$ cat src/rtl/jzjpcc_muldiv_sequencer.sv
// Iterative RV32M multiply/divide sequencer for the execute stage (shift-add / restoring).
// Optional: define JZJPCC_MULDIV_EARLY_OUT_EN to finish div-by-zero, signed overflow and x0 multiplies in one cycle.
module jzjpcc_muldiv_sequencer #(
    parameter int PC_MAX_B = 31
) (
    input  logic        clock,
    input  logic        reset,
    input  logic        start_execute,
    input  logic [2:0]  mulDivOp_execute,
    input  logic [31:0] rs1_execute,
    input  logic [31:0] rs2_execute,
    input  logic        flush_execute,
    output logic        stall_execute,
    output logic [31:0] mulDivResult_execute,
    output logic        resultValid_execute,
    output logic        busy
);
    typedef enum logic [1:0] {S_IDLE, S_RUN, S_DONE} state_t;

    state_t      state_q, state_d;
    logic [2:0]  op_q, op_d;
    logic [63:0] acc_q, acc_d;
    logic [31:0] opb_q, opb_d;
    logic [4:0]  cnt_q, cnt_d;
    logic        neg_lo_q, neg_lo_d;
    logic        neg_rem_q, neg_rem_d;
    logic [31:0] hold_q, hold_d;

    logic        start_ok, is_div, s1, s2, neg1, neg2, div_zero, div_ovf, mul_zero, early;
    logic [31:0] abs1, abs2, result_word;
    logic [32:0] mul_sum, div_trial;
    logic [63:0] product;

    // Operand decode for the instruction currently offered by execute
    always_comb begin
        is_div   = mulDivOp_execute[2];
        s1       = (mulDivOp_execute == 3'd1) || (mulDivOp_execute == 3'd2) ||
                   (mulDivOp_execute == 3'd4) || (mulDivOp_execute == 3'd6);
        s2       = (mulDivOp_execute == 3'd1) || (mulDivOp_execute == 3'd4) ||
                   (mulDivOp_execute == 3'd6);
        neg1     = s1 & rs1_execute[31];
        neg2     = s2 & rs2_execute[31];
        abs1     = neg1 ? -rs1_execute : rs1_execute;
        abs2     = neg2 ? -rs2_execute : rs2_execute;
        div_zero = is_div && (rs2_execute == 32'd0);
        div_ovf  = ((mulDivOp_execute == 3'd4) || (mulDivOp_execute == 3'd6)) &&
                   (rs1_execute == 32'h8000_0000) && (rs2_execute == 32'hFFFF_FFFF);
        mul_zero = !is_div && ((rs1_execute == 32'd0) || (rs2_execute == 32'd0));
`ifdef JZJPCC_MULDIV_EARLY_OUT_EN
        early    = div_zero || div_ovf || mul_zero;
`else
        early    = 1'b0;
`endif
        start_ok = (state_q == S_IDLE) && start_execute && !flush_execute;
    end

    // State register
    always_ff @(posedge clock or posedge reset) begin
        if (reset) begin
            state_q   <= S_IDLE;
            op_q      <= 3'd0;
            acc_q     <= 64'd0;
            opb_q     <= 32'd0;
            cnt_q     <= 5'd0;
            neg_lo_q  <= 1'b0;
            neg_rem_q <= 1'b0;
            hold_q    <= 32'd0;
        end else begin
            state_q   <= state_d;
            op_q      <= op_d;
            acc_q     <= acc_d;
            opb_q     <= opb_d;
            cnt_q     <= cnt_d;
            neg_lo_q  <= neg_lo_d;
            neg_rem_q <= neg_rem_d;
            hold_q    <= hold_d;
        end
    end

    // Next-state logic; flush wins over everything
    always_comb begin
        state_d = state_q;
        case (state_q)
            S_IDLE: if (start_ok) state_d = early ? S_DONE : S_RUN;
            S_RUN:  if (cnt_q == 5'd31) state_d = S_DONE;
            S_DONE: state_d = S_IDLE;
            default: state_d = S_IDLE;
        endcase
        if (flush_execute) state_d = S_IDLE;
    end

    // Datapath next-values
    always_comb begin
        op_d      = op_q;
        acc_d     = acc_q;
        opb_d     = opb_q;
        cnt_d     = cnt_q;
        neg_lo_d  = neg_lo_q;
        neg_rem_d = neg_rem_q;
        hold_d    = hold_q;
        mul_sum   = {1'b0, acc_q[63:32]} + (acc_q[0] ? {1'b0, opb_q} : 33'd0);
        div_trial = acc_q[63:31] - {1'b0, opb_q};
        if (start_ok) begin
            op_d      = mulDivOp_execute;
            opb_d     = is_div ? abs2 : abs1;
            acc_d     = is_div ? {32'd0, abs1} : {32'd0, abs2};
            cnt_d     = 5'd0;
            // A zero divisor yields all-ones quotient whatever the operand signs
            neg_lo_d  = (neg1 ^ neg2) & ~div_zero;
            neg_rem_d = neg1;
`ifdef JZJPCC_MULDIV_EARLY_OUT_EN
            if (div_zero)      acc_d = {abs1, 32'hFFFF_FFFF};
            else if (div_ovf)  acc_d = {32'd0, 32'h8000_0000};
            else if (mul_zero) acc_d = 64'd0;
`endif
        end else if (state_q == S_RUN) begin
            cnt_d = cnt_q + 5'd1;
            if (op_q[2]) begin
                if (!div_trial[32]) acc_d = {div_trial[31:0], acc_q[30:0], 1'b1};
                else                acc_d = {acc_q[62:0], 1'b0};
            end else begin
                acc_d = {mul_sum, acc_q[31:1]};
            end
        end else if (state_q == S_DONE) begin
            hold_d = result_word;
        end
    end

    // Output logic: sign fix-up and word select from the finished datapath
    always_comb begin
        product = neg_lo_q ? -acc_q : acc_q;
        case (op_q)
            3'd0:       result_word = product[31:0];
            3'd1, 3'd2,
            3'd3:       result_word = product[63:32];
            3'd4, 3'd5: result_word = neg_lo_q ? -acc_q[31:0] : acc_q[31:0];
            default:    result_word = neg_rem_q ? -acc_q[63:32] : acc_q[63:32];
        endcase
        mulDivResult_execute = (state_q == S_DONE) ? result_word : hold_q;
        resultValid_execute  = (state_q == S_DONE) && !flush_execute;
        stall_execute        = !reset && (start_ok || (state_q == S_RUN));
        busy                 = (state_q != S_IDLE);
    end
endmodule

$ cat config.mk
export PLATFORM = sky130hd
export DESIGN_NAME = jzjpcc_muldiv_sequencer
export DESIGN_NICKNAME = d
export VERILOG_FILES = /design/src/rtl/jzjpcc_muldiv_sequencer.sv
export SDC_FILE = /design/constraint.sdc
export NUM_CORES = 1
export LEC_CHECK = 0
export CORE_MARGIN = 2
export CORE_UTILIZATION = 35
export DETAILED_ROUTE_END_ITERATION = 8
export GPL_TIMING_DRIVEN = 0
export MAX_ROUTING_LAYER = met4
export PLACE_DENSITY = 0.48
export SYNTH_ARGS = -nofsm -noshare
export SYNTH_HDL_FRONTEND = slang
export SYNTH_SLANG_ARGS = --single-unit
export TNS_END_PERCENT = 100
$ cat constraint.sdc
create_clock -name clock -period 5.4 [get_ports clock]
set_input_delay 0.54 -clock clock [delete_from_list [all_inputs] [get_ports clock]]
set_output_delay 0.54 -clock clock [all_outputs]
set_load 0.05 [all_outputs]
==> results.yml, run 1 <==
cells_and_area:
  nFillCells: 4350
  fin_util: 0.4130
  final_common_cell: "nand2_1"
  drive_gt1_frac: 0.03876
  regArea_sq_mm: 0.003503
  area_growth_pct: 16.49
  final_cell_mix: "nand2_1, nor2_1, o21ai_0, dfrtp_1, a21oi_1"
  multi_input_area_sq_mm: 0.01027
  fin_nets: 2169
sta:
  finalClockSkew_ns: 0.01049
  fmax_mhz: 192.2
  setup_viol_count_final: 0
  hold_viol: 0
  fin_crit_ns: 5.204
  slew_headroom: 0.1215
  tightest_slew_ns: 1.318
  rsz0062_at_grt: "false"
  fin_crit_sh: 0.9636
  slew_viol_final: 0
power:
  power_leakage_uw: 0.006732
  power.density_mw_per_mm2: 512.9
  power.total_uw: 8670
  peakVddDrop_uv: 229.1
floorplanning:
  ioPinCount: 106
  die_x_microns: 207.6
  rows: 74
  die_area_sq_mm: 0.04311
  core_area_sq_mm: 0.04092
  initial_core_util: 0.3546
  dieHeight_microns: 207.6
yosys:
  synthAdderAreaFrac: 0.06311
  synth_xor_area_frac: 0.1135
  yosys.area.top_type: "dfrtp_1"
  synth_cell_types: 85
  synth_top_family_by_area: "compound AO/OA/AOI/OAI gates"
  synth-seq-cells: 140
  synth_warnings: 0
  ys_seq_area_frac: 0.2414
  synth_edf_count: 0
  syn-cell-area_sq_mm: 0.01451
  synthSimpleGateAreaFrac: 0.1945
  syn_avg_cell_area_sq_um: 7.630
  synth_top_area_share: 0.2414
  syn-num-nets: 2045
  synth-compound-area-share: 0.2860
  ys.flop_type: "dfrtp_1"
  syn_inst: 1902
  synth.mux.area_fraction: 0.04828
  ys_top_cells_by_area: "dfrtp_1, xnor2_1, ha_1"
  async_reset_ff_frac: 1.000
global_routing:
  overflow: 0
  grt_max_degree: 73
  grt_pass1_wl_mm: 95.16
  grtUsageTotal: 0.3012
  grt_pass1_vias: 14480
  antenna_found_initial: 2
cts:
  cts_max_level: 4
  clkLatencyLatePin_ns: 0.46
  cts_tree: "built"
  cts_buffers: 17
  clkTransAtPathRegs_ns: 0.06
  cts_buffer_depth: 2
  root_buffer: "clkbuf_16"
  clock_sinks: 140
critical_path:
  cp_top_family: "buffers and inverters"
  cpPeakStageDelay_ns: 0.83
  cp_max_fo: 10
  critPathLaunchType: "register"
  cp_data_required_time_ns: 4.86
  critical_path.slowest_cell: "clkdlybuf4s50_1"
  arrival_ns: 4.66
  crit_chain: "inv_1 -> ha_1 -> or3b_1 -> nor4_1 -> nand4_1 -> clkbuf_1 -> o31a_1 -> xnor2_1 -> o22ai_1 -> a21oi_1 -> o21ai_1 -> clkdlybuf4s50_1"
  path_buf_inv: 3
  end_kind: "output port"
  crit_type: "reg -> out"
detailed_routing:
  vias: 15200
  antenna_left: 0
  dr.pass1.iters: 6
  wire_per_inst_microns: 24.90
  drc: 0
  wl_mm: 64.01
  initialDrtViolationCount: 1483
  vias_per_cell: 5.913
run_status:
  outcome: "completed"
flow_run:
  max-cap-violations: 0
place:
  place.gp.congestion: 0.9658
  port_buffers: 104
  place_hpwl_mm: 51.80
hold_path:
  hp-class: "reg -> reg"
[stage by stage]
stage	setup TNS, ns	area (sq um)	hold WS [ns]	instances	setup slack, ns
detailed placement	-0.5103	16260	0.4591	2540	-0.2336
global placement	-188.93	16220	0.4522	2538	-1.362
global route	0	16900	0.5015	2571	0.002800
CTS	0	16870	0.4741	2571	0.03964
finish	0	16900	0.4678	2571	0.1965
floorplan	0	14510	0.4387	1902	1.107
[layout make-up]
type | count | share of cell area
diodes | 1 | 0.0001480
plain buffers | 136 | 0.03124
clock buffers | 24 | 0.02850
clock inverters | 7 | 0.006662
inverters | 63 | 0.01451
multi-input cells | 1561 | 0.6078
flip-flops and latches | 140 | 0.2073
well taps | 532 | 0.03938
repair buffers | 107 | 0.06455
[path summary, 6_finish.rpt]
kind | start | to | slack (ns) | cells after the start
setup / recovery | acc_q[33] | mulDivResult_execute[24] | 0.20 | 12
hold / removal | hold_q[17] | hold_q[17] | 0.47 | 2
setup reg to reg | acc_q[31] | acc_q[53] | 0.34 | 13
hold reg to reg | hold_q[17] | hold_q[17] | 0.47 | 2
max in group asynchronous | reset | acc_q[11] | 3.96 | 3
min in group asynchronous | reset | acc_q[37] | 0.61 | 2
[worst register-to-register path, stage by stage, from the launching register on]
cell	delay, ns
dfrtp_1	0.45
inv_1	0.14
ha_1	0.25
fa_1	0.40
nand2b_1	0.18
a21oi_1	0.29
o21ai_0	0.37
a31oi_1	0.66
o21ai_1	0.40
nand3_1	0.15
buf_2	0.39
buf_1	0.77
o221ai_1	0.29
a21o_1	0.22
[power breakdown]
group	switching (uW)	leakage [uW]	internal, uW
clock	498	0.000290	758
combinational	3590	0.00465	2070
sequential	431	0.00179	1320
[cells by family (layout without fill, tap and decap cells)]
family / after synthesis / in the layout
compound gates: 633 / 633
mux: 69 / 69
fa+ha+maj: 72 / 72
other cells: 0 / 1
flops: 140 / 140
xor+xnor: 188 / 188
simple gates: 599 / 599
buf+inv: 201 / 337
[metal layers]
metal,part of all wire,vias up,track usage
li1,-,7242,-
met4,0.028,0,0.09195
met3,0.060,75,0.04221
met2,0.44,550,0.4438
met5,0,-,-
met1,0.48,7335,0.4261
[what timing repair did]
item	4_1_cts	5_1_grt
resized for setup	4	8
hold buffers	0	0
hold endpoints to repair	0	0
setup buffers	1	0
setup endpoints to repair	17	9
[cell usage after synthesis, types with 15 or more instances]
cell and instances:
a211oi_1 18, a21o_1 21, a21oi_1 126, a221oi_1 16, a31oi_1 25, clkbuf_1 120, dfrtp_1 140, ha_1 70
inv_1 61, mux2i_1 61, nand2_1 207, nand2b_1 15, nand3_1 31, nand4_1 17, nor2_1 174, nor3_1 32
nor4_1 15, o211ai_1 37, o21ai_0 169, o21ai_1 15, o221ai_1 32, o22ai_1 15, o31ai_1 42, or3_1 19
xnor2_1 117, xor2_1 71
[state kept, by name, indices dropped and copies added, names as in the netlist]
signal / flops
state_q: 2
opb_q: 32
acc_q: 64
hold_q: 32
op_q: 3
neg_rem_q: 1
neg_lo_q: 1
cnt_q: 5
Power figures use the tool's default switching activity.
==> inputs of run 2 (changes only) <==
GPL_TIMING_DRIVEN = unset   (was 0)
==> results.yml, run 2 (synthesized netlist as in run 1, its figures left out) <==
power:
  power.density_mw_per_mm2: 520.8
  peakVddDrop_uv: 216.9
  power_leakage_uw: 0.006693
  p_comb_frac: 0.639
  p_seq_frac: 0.218
  power.share.switching: 0.5245
  internal-power_uw: 4123
  clkPwrFrac: 0.143
  power.switching_uw: 4548
detailed_routing:
  antenna_left: 0
  initialDrtViolationCount: 1340
  dr.pass1.iters: 6
  vias_per_cell: 5.979
  vias: 14820
  wl_mm: 59.23
  drc: 0
  wire_per_inst_microns: 23.89
cts:
  cts_setup_buffers: 0
  ctsResizeCount: 0
  cts_max_level: 4
  cts_tree: "built"
  clkLatencyLatePin_ns: 0.46
  hold_buffers: 0
  clock_sinks: 140
  root_buffer: "clkbuf_16"
  cts_buffers: 17
  clkTransAtPathRegs_ns: 0.07
  cts_buffer_depth: 2
global_routing:
  grt_pass1_vias: 13980
  grtUsageTotal: 0.2802
  antenna_found_initial: 0
  grt_max_degree: 71
  grt_pass1_wl_mm: 89.83
  overflow: 0
critical_path:
  arrival_ns: 4.53
  crit_type: "reg -> out"
  end_kind: "output port"
  rr_worst_depth: 12
  rr_endpoint: "acc_q[48]"
  cp_data_required_time_ns: 4.86
  reg2reg_setup_slack_ns: 1.20
  cp_max_fo: 8
  critPathLaunchType: "register"
  reg2reg_from: "acc_q[31]"
sta:
  finalClockSkew_ns: 0.01537
  finalSetupTns_ns: 0
  hold_viol: 0
  slew_headroom: 0.2647
  slew_viol_final: 0
  fin_crit_ns: 5.068
  fin_crit_sh: 0.9385
  fmax_mhz: 197.3
  rsz0062_at_grt: "false"
  setup_viol_count_final: 0
  tightest_slew_ns: 1.089
floorplanning:
  ioPinCount: 106
  core_area_sq_mm: 0.04092
  initial_core_util: 0.3546
  rows: 74
  die_x_microns: 207.6
  dieHeight_microns: 207.6
  die_area_sq_mm: 0.04311
place:
  place.gp.congestion: 0.9714
  port_buffers: 105
  place_hpwl_mm: 46.20
  placed_cells: 2447
cells_and_area:
  regMostFlops: "acc_q"
  largest_reg_flops: 64
  final_cell_mix: "nand2_1, nor2_1, o21ai_0, dfrtp_1, a21oi_1"
  fin_nets: 2077
  largestRegisters: "acc_q (64), hold_q (32), opb_q (32)"
  drive_gt1_frac: 0.06369
  area_growth_pct: 14.73
  final_common_cell: "nand2_1"
  diodes: 0
  finalNonFillerCells: 2479
hold_path:
  whs_path_depth: 2
  min_from: "hold_q[30]"
  worstHoldEndpoint: "hold_q[30]"
  hp-class: "reg -> reg"
run_status:
  outcome: "completed"
flow_run:
  max-cap-violations: 0
==> run 2: changes by cell type in the layout (fill, tap and decap cells not counted), moves of 4 or more <==
cell / delta
buf_1: -11
dlymetal6s2s_1: -4
buf_2: -5
clkinv_4: +4
buf_4: +47
clkbuf_1: -122
inv_6: +5
==> run 2: layout make-up <==
cell class,instances,area [sq um]
clock buffer,18,439.2
clock inverter,14,158.9
fill,4254,24280
inverter,63,241.5
multi-input combinational,1561,10250
sequential,140,3506
tap,532,665.6
timing repair buffer,151,1386
==> run 2: power by group through the flow <==
stage	Sequential (uW)	Combinational (uW)	Clock [uW]
5_1_grt	1920	6030	1300
2_1_floorplan	1560	3950	0
6_report	1890	5540	1240
4_1_cts	1870	5430	1250
3_3_place_gp	1880	5420	0
3_5_place_dp	1890	5400	0
==> run 2: per-layer routing <==
| metal | wire, microns | track usage |
|---|---|---|
| met5 | 0 | - |
| met4 | 1729 | 0.08560 |
| met3 | 3259 | 0.03752 |
| met2 | 25310 | 0.4072 |
| met1 | 28930 | 0.4023 |
==> run 2: metrics by stage <==
| stage | power [uW] | hold slack, ns | setup WS [ns] | cell area (sq um) | utilization |
|---|---|---|---|---|---|
| final | 8671 | 0.4669 | 0.3321 | 16650 | 0.4068 |
| after global routing | 9249 | 0.4969 | 0.08125 | 16650 | 0.4068 |
| after CTS | 8556 | 0.4736 | 0.3226 | 16650 | 0.4068 |
| after detailed placement | 7293 | 0.4592 | 0.8375 | 16050 | 0.3922 |
| after global placement | 7304 | 0.4519 | 0.8769 | 16050 | 0.3922 |
| after floorplan | 5514 | 0.4387 | 1.107 | 14510 | - |
==> run 2: worst max-delay path by stage <==
stage / startpoint / end / slack [ns] / depth (start not counted)
3_3_place_gp: acc_q[10] / mulDivResult_execute[31] / 0.88 / 9
3_5_place_dp: acc_q[10] / mulDivResult_execute[26] / 0.84 / 9
4_1_cts: acc_q[10] / mulDivResult_execute[26] / 0.32 / 9
5_1_grt: acc_q[32] / mulDivResult_execute[24] / 0.08 / 11
2_1_floorplan: reset / acc_q[0] / 1.11 / 1
6_report: acc_q[32] / mulDivResult_execute[24] / 0.33 / 11
==> run 2: critical path, cell delays in order, from the launching register on <==
cell and delay (ns):
dfrtp_1 0.48, inv_1 0.20, ha_1 0.24, or3b_1 0.48, nor4_1 0.37, nand4_1 0.33
or2_2 0.44, o31ai_1 0.27, xnor2_1 0.15, a21oi_1 0.15, o21ai_1 0.15, clkdlybuf4s50_1 0.82
